**config.mk**
```make
export PLATFORM = sky130hd
export DESIGN_NAME = m_muldiv
export DESIGN_NICKNAME = d
export VERILOG_FILES = /design/src/rtl/m_muldiv_pkg.sv /design/src/rtl/m_muldiv_step.sv /design/src/rtl/m_muldiv.sv
export SDC_FILE = /design/constraint.sdc
export NUM_CORES = 1
export LEC_CHECK = 0
export CAP_MARGIN = 20
export CORE_MARGIN = 2
export CORE_UTILIZATION = 57
export DETAILED_ROUTE_END_ITERATION = 7
export PLACE_DENSITY_LB_ADDON = 0.3
export RECOVER_POWER = 100
export SYNTH_ARGS = -nofsm -noshare
export SYNTH_HDL_FRONTEND = slang
export SYNTH_SLANG_ARGS = --single-unit
```
**constraint.sdc**
```tcl
create_clock -name i_clk -period 9.5 [get_ports i_clk]
set_clock_uncertainty 0.2 [all_clocks]
set_input_delay 1.9 -clock i_clk [delete_from_list [all_inputs] [get_ports i_clk]]
set_output_delay 1.9 -clock i_clk [all_outputs]
set_load 0.05 [all_outputs]
```
**src/rtl/m_muldiv_pkg.sv**
```systemverilog
// Purpose : shared types and constants for the iterative M-extension unit.
// Latency : n/a (package only).
// Backpr. : n/a.
// Contents: muldiv_op_t (funct3 encodings), muldiv_state_t (FSM states),
//           MULDIV_FUNCT7 (funct7 that routes an R-type op to this unit).
package m_muldiv_pkg;

  // funct7 value the decoder compares against before dispatching here
  localparam logic [6:0] MULDIV_FUNCT7 = 7'b0000001;

  typedef enum logic [2:0] {
    OP_MUL    = 3'b000,
    OP_MULH   = 3'b001,
    OP_MULHSU = 3'b010,
    OP_MULHU  = 3'b011,
    OP_DIV    = 3'b100,
    OP_DIVU   = 3'b101,
    OP_REM    = 3'b110,
    OP_REMU   = 3'b111
  } muldiv_op_t;

  typedef enum logic [1:0] {
    ST_IDLE = 2'd0,
    ST_CALC = 2'd1,
    ST_FIX  = 2'd2,
    ST_DONE = 2'd3
  } muldiv_state_t;

endpackage

```
**src/rtl/m_muldiv_step.sv**
```systemverilog
// Purpose : one radix-2 iteration: shift-add for multiply, restoring
//           shift-subtract for divide, on a 2*XLEN accumulator.
// Latency : combinational.  Backpr.: none.
// Ports   : i_is_div selects the divide step; i_acc current accumulator
//           ({hi,lo}); i_b multiplicand / divisor magnitude; o_acc next value.
module m_muldiv_step
  import m_muldiv_pkg::*;
#(
  parameter int XLEN = 32
) (
  input  logic                i_is_div,
  input  logic [2*XLEN-1:0]   i_acc,
  input  logic [XLEN-1:0]     i_b,
  output logic [2*XLEN-1:0]   o_acc
);

  logic [XLEN:0] w_sum;
  logic [XLEN:0] w_rem_sh;
  logic [XLEN:0] w_diff;

  always_comb begin
    // multiply: add multiplicand into the high half when the current
    // multiplier bit (lsb) is set, then shift the whole thing right
    w_sum    = {1'b0, i_acc[2*XLEN-1:XLEN]} +
               (i_acc[0] ? {1'b0, i_b} : {(XLEN+1){1'b0}});
    // divide: partial remainder after shifting in the next dividend bit.
    // remainder < divisor, so rem_sh - divisor fits XLEN+1 bits signed and
    // its msb is the borrow.
    w_rem_sh = i_acc[2*XLEN-1:XLEN-1];
    w_diff   = w_rem_sh - {1'b0, i_b};
    if (i_is_div) begin
      if (w_diff[XLEN]) begin
        o_acc = {w_rem_sh[XLEN-1:0], i_acc[XLEN-2:0], 1'b0};
      end else begin
        o_acc = {w_diff[XLEN-1:0], i_acc[XLEN-2:0], 1'b1};
      end
    end else begin
      o_acc = {w_sum, i_acc[XLEN-1:1]};
    end
  end

endmodule

```
**src/rtl/m_muldiv.sv**
```systemverilog
// Purpose : iterative RV32M/RV64M multiply/divide, all eight funct3 ops.
// Latency : XLEN+2 cycles accept->done; 1 cycle for trivial cases when
//           M_MULDIV_EARLY_OUT_EN is defined.
// Backpr. : i_start only accepted in IDLE/DONE; dropped while o_busy.
// Ports   : i_clk, i_rst_n (sync, active-low), i_start, i_op (funct3),
//           i_rs1_val, i_rs2_val; o_busy (CALC/FIX), o_done (1-cycle pulse),
//           o_result (held until the next accept).
module m_muldiv
  import m_muldiv_pkg::*;
#(
  parameter int XLEN = 32
) (
  input  logic            i_clk,
  input  logic            i_rst_n,
  input  logic            i_start,
  input  logic [2:0]      i_op,
  input  logic [XLEN-1:0] i_rs1_val,
  input  logic [XLEN-1:0] i_rs2_val,
  output logic            o_busy,
  output logic            o_done,
  output logic [XLEN-1:0] o_result
);

  localparam int            CW   = $clog2(XLEN);
  localparam logic [CW-1:0] LAST = CW'(XLEN - 1);

  muldiv_state_t     r_state, w_next;
  muldiv_op_t        r_op, w_op;
  logic [2*XLEN-1:0] r_acc, w_acc_step;
  logic [XLEN-1:0]   r_b, r_result;
  logic [CW-1:0]     r_cnt;
  logic              r_neg;
  logic              w_accept, w_a_sgn, w_b_sgn, w_neg, w_early;
  logic [XLEN-1:0]   w_a_mag, w_b_mag, w_early_res, w_fix_res, w_q, w_r, w_hi;

  assign w_op     = muldiv_op_t'(i_op);
  assign w_accept = i_start && (r_state == ST_IDLE || r_state == ST_DONE);

  // operand magnitudes and the single sign flag FIX needs: product sign for
  // MULH/MULHSU, quotient sign for DIV, dividend sign for REM
  always_comb begin
    w_a_sgn = i_rs1_val[XLEN-1] && (w_op inside {OP_MULH, OP_MULHSU, OP_DIV, OP_REM});
    w_b_sgn = i_rs2_val[XLEN-1] && (w_op inside {OP_MULH, OP_DIV, OP_REM});
    w_a_mag = w_a_sgn ? -i_rs1_val : i_rs1_val;
    w_b_mag = w_b_sgn ? -i_rs2_val : i_rs2_val;
    case (w_op)
      OP_MULH, OP_DIV:   w_neg = w_a_sgn ^ w_b_sgn;
      OP_MULHSU, OP_REM: w_neg = w_a_sgn;
      default:           w_neg = 1'b0;
    endcase
  end

`ifdef M_MULDIV_EARLY_OUT_EN
  // trivial cases resolved at accept; values match the iterative path
  always_comb begin
    w_early     = 1'b0;
    w_early_res = '0;
    if (w_op[2]) begin
      if (i_rs2_val == '0) begin
        w_early     = 1'b1;
        w_early_res = (w_op inside {OP_DIV, OP_DIVU}) ? '1 : i_rs1_val;
      end else if ((w_op inside {OP_DIV, OP_REM}) &&
                   i_rs1_val == {1'b1, {(XLEN-1){1'b0}}} && (&i_rs2_val)) begin
        w_early     = 1'b1;
        w_early_res = (w_op == OP_DIV) ? i_rs1_val : '0;
      end
    end else if (i_rs1_val == '0 || i_rs2_val == '0) begin
      w_early     = 1'b1;
      w_early_res = '0;
    end
  end
`else
  assign w_early     = 1'b0;
  assign w_early_res = '0;
`endif

  // FSM: state register
  always_ff @(posedge i_clk) begin
    if (!i_rst_n) r_state <= ST_IDLE;
    else          r_state <= w_next;
  end

  // FSM: next state
  always_comb begin
    w_next = r_state;
    case (r_state)
      ST_IDLE: if (i_start) w_next = w_early ? ST_DONE : ST_CALC;
      ST_CALC: if (r_cnt == LAST) w_next = ST_FIX;
      ST_FIX:  w_next = ST_DONE;
      ST_DONE: w_next = i_start ? (w_early ? ST_DONE : ST_CALC) : ST_IDLE;
      default: w_next = ST_IDLE;
    endcase
  end

  // FSM: outputs
  always_comb begin
    o_busy = (r_state == ST_CALC) || (r_state == ST_FIX);
    o_done = (r_state == ST_DONE);
  end

  m_muldiv_step #(.XLEN(XLEN)) u_step (
    .i_is_div (r_op[2]),
    .i_acc    (r_acc),
    .i_b      (r_b),
    .o_acc    (w_acc_step)
  );

  // sign fix-up and result select
  always_comb begin
    w_q = r_acc[XLEN-1:0];
    w_r = r_acc[2*XLEN-1:XLEN];
    // high half of the negated 2*XLEN product: ~hi plus the carry that
    // ripples out of the low half only when the low half is zero
    w_hi = r_neg ? (~w_r + XLEN'(w_q == '0)) : w_r;
    case (r_op)
      OP_MUL:                       w_fix_res = w_q;
      OP_MULH, OP_MULHSU, OP_MULHU: w_fix_res = w_hi;
      // divisor magnitude zero forces all-ones regardless of signs
      OP_DIV, OP_DIVU:              w_fix_res = (r_b == '0) ? '1 : (r_neg ? -w_q : w_q);
      default:                      w_fix_res = r_neg ? -w_r : w_r;
    endcase
  end

  // datapath registers; multiplier / dividend start in the low half
  always_ff @(posedge i_clk) begin
    if (!i_rst_n) begin
      r_op     <= OP_MUL;
      r_neg    <= 1'b0;
      r_cnt    <= '0;
      r_acc    <= '0;
      r_b      <= '0;
      r_result <= '0;
    end else if (w_accept) begin
      r_op  <= w_op;
      r_neg <= w_neg;
      r_cnt <= '0;
      r_acc <= {{XLEN{1'b0}}, (w_op[2] ? w_a_mag : w_b_mag)};
      r_b   <= w_op[2] ? w_b_mag : w_a_mag;
      if (w_early) r_result <= w_early_res;
    end else if (r_state == ST_CALC) begin
      r_acc <= w_acc_step;
      r_cnt <= r_cnt + 1'b1;
    end else if (r_state == ST_FIX) begin
      r_result <= w_fix_res;
    end
  end

  assign o_result = r_result;

endmodule

```
Yosys cells after proc, flatten, opt, wreduce, memory -nomap -nowiden
Cells that the tools add are included.
W data, S select, Z words.
{"block": "classes", "add_sub_neg": 8, "eq_ne": 15, "muxes": 19, "bitwise": 5, "n_reduce_logical": 19}
{"operator": "$mux W32", "n": 11}
{"operator": "$mux W64", "n": 2}
{"operator": "$neg A32 Y32", "n": 4}
{"operator": "$pmux W32 S3", "n": 1}
{"operator": "$logic_not A32 Y1", "n": 2}
{"operator": "$add A32 B32 Y33", "n": 1}
{"operator": "$sub A33 B32 Y33", "n": 1}
{"operator": "$add A32 B1 Y32", "n": 1}
{"operator": "$not A32 Y32", "n": 1}
{"operator": "$eq A3 B3 Y1 const B", "n": 4}
{"operator": "$eq A3 B2 Y1 const B", "n": 3}
{"operator": "$pmux W2 S4", "n": 1}
{"operator": "$reduce_or A2 Y1", "n": 4}
{"operator": "$eq A3 B1 Y1 const B", "n": 2}
{"operator": "$add A5 B1 Y5 const B", "n": 1}
{"operator": "$eq A5 B5 Y1 const B", "n": 1}
{"operator": "$eq A2 B2 Y1 const B", "n": 2}
{"operator": "$mux W2", "n": 2}
{"operator": "$ne A2 B2 Y1 const B", "n": 2}
{"operator": "$reduce_bool A4 Y1", "n": 1}
{"operator": "$logic_and A1 B1 Y1", "n": 3}
{"operator": "$logic_not A3 Y1", "n": 1}
{"operator": "$not A1 Y1", "n": 3}
{"operator": "$reduce_and A3 Y1", "n": 1}
{"operator": "other kinds (10)", "n": 11}
{"block": "totals", "reg_bits": 139, "word_cells": 74}

Longest topological paths before layout
Gate-level depths: netlist of run 1.
{"block": "depth", "ltp_word": 6, "depth_mapped": 19, "depth_no_buf": 18}

Modules after synthesis
Synthesis of run 1 repeated with hierarchy kept, for this count alone.
{"block": "unflattened", "hier_cells": 1978, "area_unflattened_um2": 14979.4}
{"mod": "m_muldiv", "instances": 1, "cells_each": 1335, "area_each_um2": 10324.9}
{"mod": "m_muldiv_step", "instances": 1, "cells_each": 643, "area_each_um2": 4654.5}

Least setup slack after synthesis of run 1
Ideal clock, no wire load.
{"block": "synth_timing", "kind": "input to register", "startpoint": "input port i_rs1_val[8]", "endpoint": "register r_b[26]", "setup_time_ps": 116, "arrival_time_ps": 4263, "required_time_ps": 9184, "slack_ps": 4921, "stages": 9, "path_cell_list": "or4_1 > or3_1 > nor2_1 > nand2_1 > or4_1 > o31ai_1 > xor2_1 > a211oi_1 > a31o_2"}
{"block": "synth_via", "elab_chain_cells": 3}
{"element": "start: declaration", "line_no": "m_muldiv.sv:17", "source": "input logic [XLEN-1:0] i_rs1_val,"}
{"element": "$neg A32 Y32", "line_no": "m_muldiv.sv:44", "source": "w_a_mag = w_a_sgn ? -i_rs1_val : i_rs1_val;"}
{"element": "$mux W32", "line_no": "m_muldiv.sv:44"}
{"element": "$mux W32", "line_no": "m_muldiv.sv:138", "source": "r_b <= w_op[2] ? w_b_mag : w_a_mag;"}
{"element": "end signal: assignment", "line_no": "m_muldiv.sv:138"}
{"element": "end: declaration", "line_no": "m_muldiv.sv:30", "source": "logic [XLEN-1:0] r_b, r_result;"}
Every way passes these cells.
A chain may end at the register's enable or synchronous reset.

Final worst setup path of run 1
{"block": "layout_timing", "startpoint": "input port i_rst_n", "endpoint": "register r_acc[63]"}
{"block": "layout_via", "elab_chain_cells": 2}
{"element": "start: declaration", "line_no": "m_muldiv.sv:14", "source": "input logic i_rst_n,"}
{"element": "$not A1 Y1 (no source line)"}
{"element": "$reduce_or A2 Y1 (no source line)"}
{"element": "end signal: assignment", "line_no": "m_muldiv.sv:137", "source": "r_acc <= {{XLEN{1'b0}}, (w_op[2] ? w_a_mag : w_b_mag)};"}
{"element": "end signal: assignment", "line_no": "m_muldiv.sv:141", "source": "r_acc <= w_acc_step;"}
{"element": "end: declaration", "line_no": "m_muldiv.sv:29", "source": "logic [2*XLEN-1:0] r_acc, w_acc_step;"}
Every way passes these cells.

==> summary.log, run 1 <==
INFO  global_route   antenna_found_initial=0
INFO  synth          synth_compound_gate_area_share=0.313
INFO  worst_setup_path rr_worst_depth=17
INFO  timing         holdWs=0.254ns
INFO  floorplan      floorplan.die.width=161microns
INFO  synth          ys_ff_latch=139
INFO  global_route   first_global_vias=14400
INFO  final_layout   fillCellCount=2237
INFO  worst_setup_path worst-endpoint-arrival=6.84ns
INFO  final_layout   n_antenna_cell=0
INFO  worst_setup_path worstSetupPathType=primary input to flip-flop
INFO  worst_hold_path holdPathStages=2
INFO  clock_network  cts_resized=0
INFO  routing        avgRoutedWirePerCell=23.1microns
INFO  placed_design  gp_congestion=1.05
INFO  worst_setup_path reg2reg_from=r_acc[2]
INFO  pwr            power.density=324mW/mm^2
INFO  global_route   wire_length_of_the_first_global_routing_pass=82200microns
INFO  clock_network  clk_pin_slew_worst_paths=0.07ns
INFO  routing        postRouteWirelength=53900microns
INFO  floorplan      die_h=161microns
INFO  flow_run       maxCapViolations=4
INFO  final_layout   final_net_count=2140
INFO  timing         final_max_slew_viol_count=150
INFO  synth          number_of_enable_flip_flop_cells_after_synthesis=0
INFO  clock_network  cts.hold.buffers_added=0
INFO  clock_network  numClockSinks=139
INFO  synth          post_synth_xor_xnor_area=0.110
INFO  worst_setup_path setup.worst_path.end_class=flip-flop
INFO  clock_network  cts.path.max_buffers=2
INFO  final_layout   area.growth.synth_to_final=11.3%
INFO  synth          synth.top_cells.by_count=227 x sky130_fd_sc_hd__a21oi_1, 207 x sky130_fd_sc_hd__nor2_1, 181 x sky130_fd_sc_hd__nand2_1
INFO  worst_hold_path hp-class=flip-flop to flip-flop
INFO  final_layout   fraction_of_layout_instances_using_a_drive_strength_above_1=0.0469
INFO  routing        detail_route.drc_violations=0
INFO  clock_network  cts_inserted_buffers=17
INFO  synth          synth-async-reset-ratio=0
INFO  global_route   pin_count_of_the_biggest_net_entering_global_routing=97
INFO  floorplan      floorplan.io_pins=104
INFO  outcome        violated_checks=capacitance limit, slew limit
INFO  placed_design  dp.final_hpwl=40300microns
INFO  synth          synth.top_cell.area_share=0.198
INFO  global_route   grtUsageTotal=0.406
INFO  timing         slew_headroom=-0.737
INFO  timing         setup_repair_after_global_routing_missed_its_margin=false
INFO  floorplan      placeableCoreArea=0.0242sqmm
INFO  routing        drtPass1Iterations=6
INFO  synth          muxShareOfSynthArea=0.0418
INFO  synth          syn_inst=1993
INFO  worst_setup_path crit_required=9.68ns
INFO  synth          simple_gate_area_share_of_the_yosys_netlist=0.206
INFO  outcome        outcome=complete, but fails checks
INFO  timing         clock.fmax=150MHz
INFO  clock_network  post-cts-setup-buffers=0
INFO  worst_setup_path reg2reg_setup_slack=3.85ns
INFO  synth          synthTopCellsByArea=sky130_fd_sc_hd__dfxtp_1 20%, sky130_fd_sc_hd__a21oi_1 8.1%, sky130_fd_sc_hd__ha_1 6.9%, sky130_fd_sc_hd__xnor2_1 6.7%, sky130_fd_sc_hd__nor2_1 5.5%
INFO  routing        vias=15700
INFO  routing        postRouteAntennaNets=0
INFO  synth          yosys.area_share.adder=0.0714
INFO  worst_hold_path hold_end=o_result[10]
INFO  synth          synth_flop_cell=sky130_fd_sc_hd__dfxtp_1
INFO  timing         fin_crit=6.66ns
INFO  synth          synth_most_common_cell=sky130_fd_sc_hd__a21oi_1
INFO  floorplan      row_count=57
INFO  final_layout   multiInputGateArea=0.0104sqmm
INFO  global_route   gr-total-overflow=0
INFO  floorplan      start_util=0.580
INFO  timing         setup_tns=0ns
INFO  synth          synth_nets=2142
INFO  pwr            max-vdd-ir-drop=220uV
INFO  timing         hold_viol=0
INFO  worst_setup_path r2r_end=o_result[16]
INFO  timing         tightestPinTransition=2.61ns
INFO  routing        drtIter0Drc=1976
INFO  clock_network  cts_root_buf=sky130_fd_sc_hd__clkbuf_16
INFO  synth          synth_seq_area_share=0.198
INFO  clock_network  worst_skew_pair.late_latency=0.45ns
INFO  synth          post_synth.cell_area_avg=7.05squm
INFO  worst_setup_path crit_path_max_fanout=41
INFO  clock_network  clock_tree.htree_level_count=4
INFO  clock_network  tritoncts_clock_tree=done
INFO  placed_design  placement.io_buffers=103
INFO  routing        routed_via_density=6.77
INFO  floorplan      fp.dieArea=0.0259sqmm
INFO  pwr            leakagePower=0.00611uW
INFO  synth          dominant_cell_type_by_area_after_synthesis=sky130_fd_sc_hd__dfxtp_1
INFO  timing         setup_viol=0
INFO  final_layout   layout.area.seq=0.00279sqmm
INFO  worst_hold_path worst_hold_startpoint=o_result[10]
INFO  timing         layout_worst_path_cycle_share=0.701
INFO  synth          total_standard_cell_area_after_synthesis=0.0141sqmm
INFO  synth          synth-warning-count=0
INFO  synth          post_synth_num_cell_types=76
INFO  worst_setup_path timing.critical_path.from_type=primary input
INFO  synth          main_combinational_cell_family_by_area_after_synthesis=compound AO/OA/AOI/OAI gates
[metrics by stage]
step | total power [uW] | cells | instance area [sq um] | setup slack, ns | utilization
2_1_floorplan | 3400 | 1993 | 14100 | 4.92 | -
3_3_place_gp | 4230 | 2295 | 15100 | 4.06 | 0.622
3_5_place_dp | 4270 | 2296 | 15100 | 4.05 | 0.623
4_1_cts | 4980 | 2328 | 15700 | 4.34 | 0.647
5_1_grt | 5370 | 2328 | 15600 | 2.55 | 0.645
6_report | 5070 | 2328 | 15600 | 2.84 | 0.645
[where the power goes]
group          switching [uW]  internal (uW)
combinational            2050           1250
sequential                329            742
clock                     321            372
total                    2700           2370
[state kept, by name, summed over array words and instances, names as in the netlist]
name      flops
r_state       2
r_neg         1
r_acc        64
o_result     32
r_b          32
r_cnt         5
r_op          3
[final cells by class]
| cell class | instances | share of cell area |
|---|---|---|
| Multi-Input combinational cell | 1638 | 0.667 |
| Tap cell | 324 | 0.0259 |
| Sequential cell | 139 | 0.178 |
| Clock buffer | 18 | 0.0274 |
| Inverter | 75 | 0.0180 |
| Timing Repair Buffer | 120 | 0.0735 |
| Clock inverter | 14 | 0.00984 |
[critical path, cell delays in order]
cell and delay (ns):
sky130_fd_sc_hd__dlygate4sd3_1 0.52, sky130_fd_sc_hd__clkbuf_1 1.49, sky130_fd_sc_hd__clkinv_1 0.30, sky130_fd_sc_hd__nor2_1 0.18, sky130_fd_sc_hd__clkbuf_1 1.32, sky130_fd_sc_hd__nand2_1 0.36, sky130_fd_sc_hd__or4_1 0.60, sky130_fd_sc_hd__o21ai_0 0.15
[routing by layer]
metal / vias to the layer above / wire, microns / global-route usage
met2: 1006 / 23500 / 0.635
met3: 175 / 6080 / 0.0858
met5: - / 0 / 0
li1: 7249 / - / -
met1: 7319 / 21400 / 0.530
met4: 0 / 2920 / 0.203
[worst max-delay path by stage]
stage                       startpoint           end  slack [ns]
after floorplan           i_rs1_val[8]       r_b[26]        4.92
after global placement    i_rs2_val[4]     r_acc[21]        4.06
after detailed placement  i_rs2_val[4]     r_acc[21]        4.05
after CTS                     r_acc[2]  o_result[16]        4.34
after global routing           i_rst_n     r_acc[63]        2.55
final                          i_rst_n     r_acc[63]        2.84
[cell families after synthesis]
family	Yosys count
XOR/XNOR	177
AND/OR/NAND/NOR	621
flip-flops	139
adder cells (fa/ha/maj)	79
buffers and inverters	216
multiplexers	58
AO/OA/AOI/OAI	703
[cells in the final DEF, fill, tap and decap left out, types with 9 or more instances in the layout]
cell type	n
sky130_fd_sc_hd__buf_4	13
sky130_fd_sc_hd__o22ai_1	28
sky130_fd_sc_hd__mux2i_1	52
sky130_fd_sc_hd__o31ai_1	19
sky130_fd_sc_hd__o21a_1	12
sky130_fd_sc_hd__xnor2_1	107
sky130_fd_sc_hd__nor3_1	45
sky130_fd_sc_hd__or2_2	12
sky130_fd_sc_hd__a31o_2	13
sky130_fd_sc_hd__dfxtp_1	137
sky130_fd_sc_hd__nand2b_1	14
sky130_fd_sc_hd__nor2b_1	11
sky130_fd_sc_hd__a211oi_1	42
sky130_fd_sc_hd__o211ai_1	47
sky130_fd_sc_hd__o41ai_1	16
sky130_fd_sc_hd__and2_1	12
sky130_fd_sc_hd__a31oi_1	27
sky130_fd_sc_hd__nor2_1	206
sky130_fd_sc_hd__nand2_1	181
sky130_fd_sc_hd__a221oi_1	9
sky130_fd_sc_hd__clkbuf_16	17
sky130_fd_sc_hd__o21ai_0	152
sky130_fd_sc_hd__ha_1	76
sky130_fd_sc_hd__nand3_1	43
sky130_fd_sc_hd__dlygate4sd3_1	38
sky130_fd_sc_hd__inv_1	72
sky130_fd_sc_hd__a21oi_1	227
sky130_fd_sc_hd__or3_1	19
sky130_fd_sc_hd__or4_1	16
sky130_fd_sc_hd__xor2_1	70
sky130_fd_sc_hd__a21o_1	31
sky130_fd_sc_hd__nor4_1	20
sky130_fd_sc_hd__and3_1	15
sky130_fd_sc_hd__clkdlybuf4s50_1	64
Power figures use the tool's default switching activity.
==> run 2: changes to the inputs <==
clock period = 6.15 ns   (was 9.5 ns; I/O delays follow)
==> run 2 against run 1 <==
Net effect: the run still ends with capacitance limit, slew limit left; core utilization up 0.10 points; final area up 0.16%; first-iteration DRC count down 6.2%; flip-flop and latch count unchanged; worst hold slack worse by 0.00059 ns; clock power up 52%; routed wire length down 1.0%; power up 55%; die area unchanged; global-route usage down 0.26 points; register-to-register slack worse by 3.2 ns; critical path type is now flip-flop to flip-flop; largest cell class unchanged.
==> summary.log, run 2 (synthesized netlist as in run 1, its figures left out) <==
INFO  outcome        outcome=complete, but fails checks
INFO  outcome        violated_checks=capacitance limit, slew limit
INFO  final_layout   layout_common_cells=227 x sky130_fd_sc_hd__a21oi_1, 206 x sky130_fd_sc_hd__nor2_1, 181 x sky130_fd_sc_hd__nand2_1, 152 x sky130_fd_sc_hd__o21ai_0, 137 x sky130_fd_sc_hd__dfxtp_1
INFO  timing         setup_tns=0ns [unchanged]
INFO  worst_setup_path critical_path.startpoint=r_acc[2]
INFO  floorplan      floorplan.die.width=161microns [unchanged]
INFO  worst_hold_path hp-class=flip-flop to flip-flop
INFO  clock_network  cts_resized=0 [unchanged]
INFO  clock_network  cts_inserted_buffers=17 [unchanged]
INFO  pwr            power.density=500mW/mm^2 [+54%]
INFO  timing         setup_repair_after_global_routing_missed_its_margin=false
INFO  final_layout   largest_register_ffs=64 [unchanged]
INFO  routing        detail_route.drc_violations=0 [unchanged]
INFO  final_layout   fraction_of_layout_instances_using_a_drive_strength_above_1=0.0493 [+0.00242]
INFO  global_route   grtUsageTotal=0.403 [-0.00256]
INFO  clock_network  clock_tree.htree_level_count=4 [unchanged]
INFO  clock_network  numClockSinks=139 [unchanged]
INFO  floorplan      row_count=57 [unchanged]
INFO  routing        postRouteWirelength=53300microns [-1.0%]
INFO  worst_setup_path crit_path_max_fanout=9 [-78%]
INFO  worst_setup_path r2r_end=o_result[16]
INFO  global_route   wire_length_of_the_first_global_routing_pass=81900microns [-0.34%]
INFO  worst_setup_path worstSetupPathType=flip-flop to flip-flop
INFO  timing         clock.fmax=182MHz
INFO  flow_run       maxCapViolations=2 [-2]
INFO  floorplan      fp.dieArea=0.0259sqmm [unchanged]
INFO  final_layout   multiInputGateArea=0.0104sqmm [+0.11%]
INFO  timing         holdWs=0.254ns [-0.000590 ns]
INFO  final_layout   final_net_count=2144 [+0.19%]
INFO  routing        drtPass1Iterations=8 [+2]
INFO  worst_hold_path holdPathStages=2 [unchanged]
INFO  worst_hold_path hold_end=o_result[0]
INFO  placed_design  dp.final_hpwl=40400microns [about the same]
INFO  pwr            pwr-share-seq=0.209 [-0.003]
INFO  final_layout   area.growth.synth_to_final=11.4%
INFO  pwr            clock_power_share=0.134 [-0.003]
INFO  final_layout   largest_register=r_acc
INFO  floorplan      die_h=161microns [unchanged]
INFO  placed_design  gp_congestion=1.03 [-1.9%]
INFO  global_route   first_global_vias=14400 [+0.14%]
INFO  final_layout   layout_commonest_cell=sky130_fd_sc_hd__a21oi_1
INFO  timing         fin_crit=5.49ns
INFO  clock_network  worst_skew_pair.late_latency=0.43ns [-0.02 ns]
INFO  final_layout   layout.area.seq=0.00279sqmm [unchanged]
INFO  routing        postRouteAntennaNets=0 [unchanged]
INFO  timing         tightestPinTransition=2.69ns [+0.0876 ns]
INFO  routing        drtIter0Drc=1854 [-6.2%]
INFO  floorplan      placeableCoreArea=0.0242sqmm [unchanged]
INFO  timing         layout_worst_path_cycle_share=0.893
INFO  placed_design  placement.setup.worst_slack=1.12ns [-2.93 ns]
INFO  clock_network  cts_root_buf=sky130_fd_sc_hd__clkbuf_16
INFO  pwr            cell_internal_power=3680uW [+56%]
INFO  timing         setup_viol=0 [unchanged]
INFO  global_route   pin_count_of_the_biggest_net_entering_global_routing=92 [-5.2%]
INFO  worst_setup_path reg2reg_setup_slack=0.66ns [-3.19 ns]
INFO  worst_setup_path setup.worst_path.end_class=flip-flop
INFO  global_route   gr-total-overflow=0 [unchanged]
INFO  placed_design  placement.io_buffers=103 [unchanged]
INFO  timing         hold_viol=0 [unchanged]
INFO  floorplan      start_util=0.580 [unchanged]
INFO  pwr            power_frac_comb=0.658 [+0.006]
INFO  global_route   antenna_found_initial=1 [+1]
INFO  worst_setup_path crit_required=6.17ns [-3.51 ns]
INFO  pwr            leakagePower=0.00613uW [+0.31%]
INFO  routing        avgRoutedWirePerCell=22.9microns [-1.1%]
INFO  routing        routed_via_density=6.71 [-0.81%]
INFO  routing        vias=15600 [-0.69%]
INFO  floorplan      floorplan.io_pins=104 [unchanged]
INFO  worst_setup_path rr_worst_depth=17 [unchanged]
INFO  pwr            net_load_switching_power=4150uW [+54%]
INFO  pwr            p_sw_frac=0.530 [-0.00272]
INFO  worst_setup_path timing.critical_path.from_type=flip-flop
INFO  worst_hold_path worst_hold_startpoint=o_result[0]
INFO  clock_network  cts.hold.buffers_added=0 [unchanged]
INFO  clock_network  clk_pin_slew_worst_paths=0.07ns [about the same]
INFO  final_layout   n_antenna_cell=0 [unchanged]
INFO  timing         finalWorstSetupSlack=0.659ns [-2.18 ns]
INFO  worst_setup_path worst-endpoint-arrival=5.51ns [-1.33 ns]
INFO  timing         slew_headroom=-0.796 [-0.0584]
INFO  timing         final_max_slew_viol_count=98 [-35%]
INFO  pwr            max-vdd-ir-drop=516uV [+140%]
INFO  final_layout   fillCellCount=2243 [+0.27%]
INFO  clock_network  tritoncts_clock_tree=done
INFO  clock_network  cts.path.max_buffers=2 [unchanged]
INFO  worst_setup_path reg2reg_from=r_acc[2]
INFO  clock_network  post-cts-setup-buffers=0 [unchanged]
## run 2: layer usage
layer / track usage / share of wire
met1: 0.536 / 0.42
met2: 0.630 / 0.43
met3: 0.0850 / 0.10
met4: 0.182 / 0.050
met5: 0 / 0.00024
## run 2: cell type report
class	instances	area share
Clock buffer	18	0.0288
Tap cell	324	0.0259
Inverter	75	0.0180
Multi-Input combinational cell	1638	0.667
Sequential cell	139	0.178
Timing Repair Buffer	124	0.0744
Clock inverter	13	0.00831
## run 2: critical path, stage by stage (launching register included)
cell and delay, ns:
sky130_fd_sc_hd__dfxtp_1 0.40, sky130_fd_sc_hd__or4_4 0.60, sky130_fd_sc_hd__nor4_1 0.41, sky130_fd_sc_hd__nand3b_1 0.18, sky130_fd_sc_hd__or2_0 0.32, sky130_fd_sc_hd__or3_4 0.43
sky130_fd_sc_hd__or4_1 0.52, sky130_fd_sc_hd__nor3_1 0.23, sky130_fd_sc_hd__ha_1 0.19, sky130_fd_sc_hd__nor2b_1 0.31, sky130_fd_sc_hd__nand2_1 0.18, sky130_fd_sc_hd__o21ai_0 0.56
sky130_fd_sc_hd__a22o_1 0.27, sky130_fd_sc_hd__nand2_1 0.05, sky130_fd_sc_hd__o221ai_1 0.18, sky130_fd_sc_hd__nor3_1 0.07, sky130_fd_sc_hd__a21oi_1 0.13, sky130_fd_sc_hd__nor2_1 0.05
## run 2: worst max-delay path by stage
| stage | endpoint | slack [ns] |
|---|---|---|
| finish | o_result[16] | 0.66 |
| global route | o_result[16] | 0.39 |
| global placement | o_result[16] | 1.23 |
| CTS | o_result[16] | 1.08 |
| detailed placement | o_result[16] | 1.12 |
| floorplan | o_result[16] | 1.67 |
## run 2: power groups by stage
stage                     Clock (uW)  Sequential (uW)  Combinational (uW)
after detailed placement           0             1620                5010
after global routing            1080             1640                5600
after floorplan                    0             1480                3760
after CTS                       1050             1600                5040
final                           1050             1630                5150
after global placement             0             1610                4950
## run 2: metrics by stage
stage                     power (uW)  cells  utilization  area, sq um
after floorplan                 5250   1993            -        14100
after global placement          6550   2300        0.624        15100
after detailed placement        6630   2300        0.624        15100
after CTS                       7690   2331        0.648        15700
after global routing            8320   2331        0.646        15700
final                           7840   2331        0.646        15700
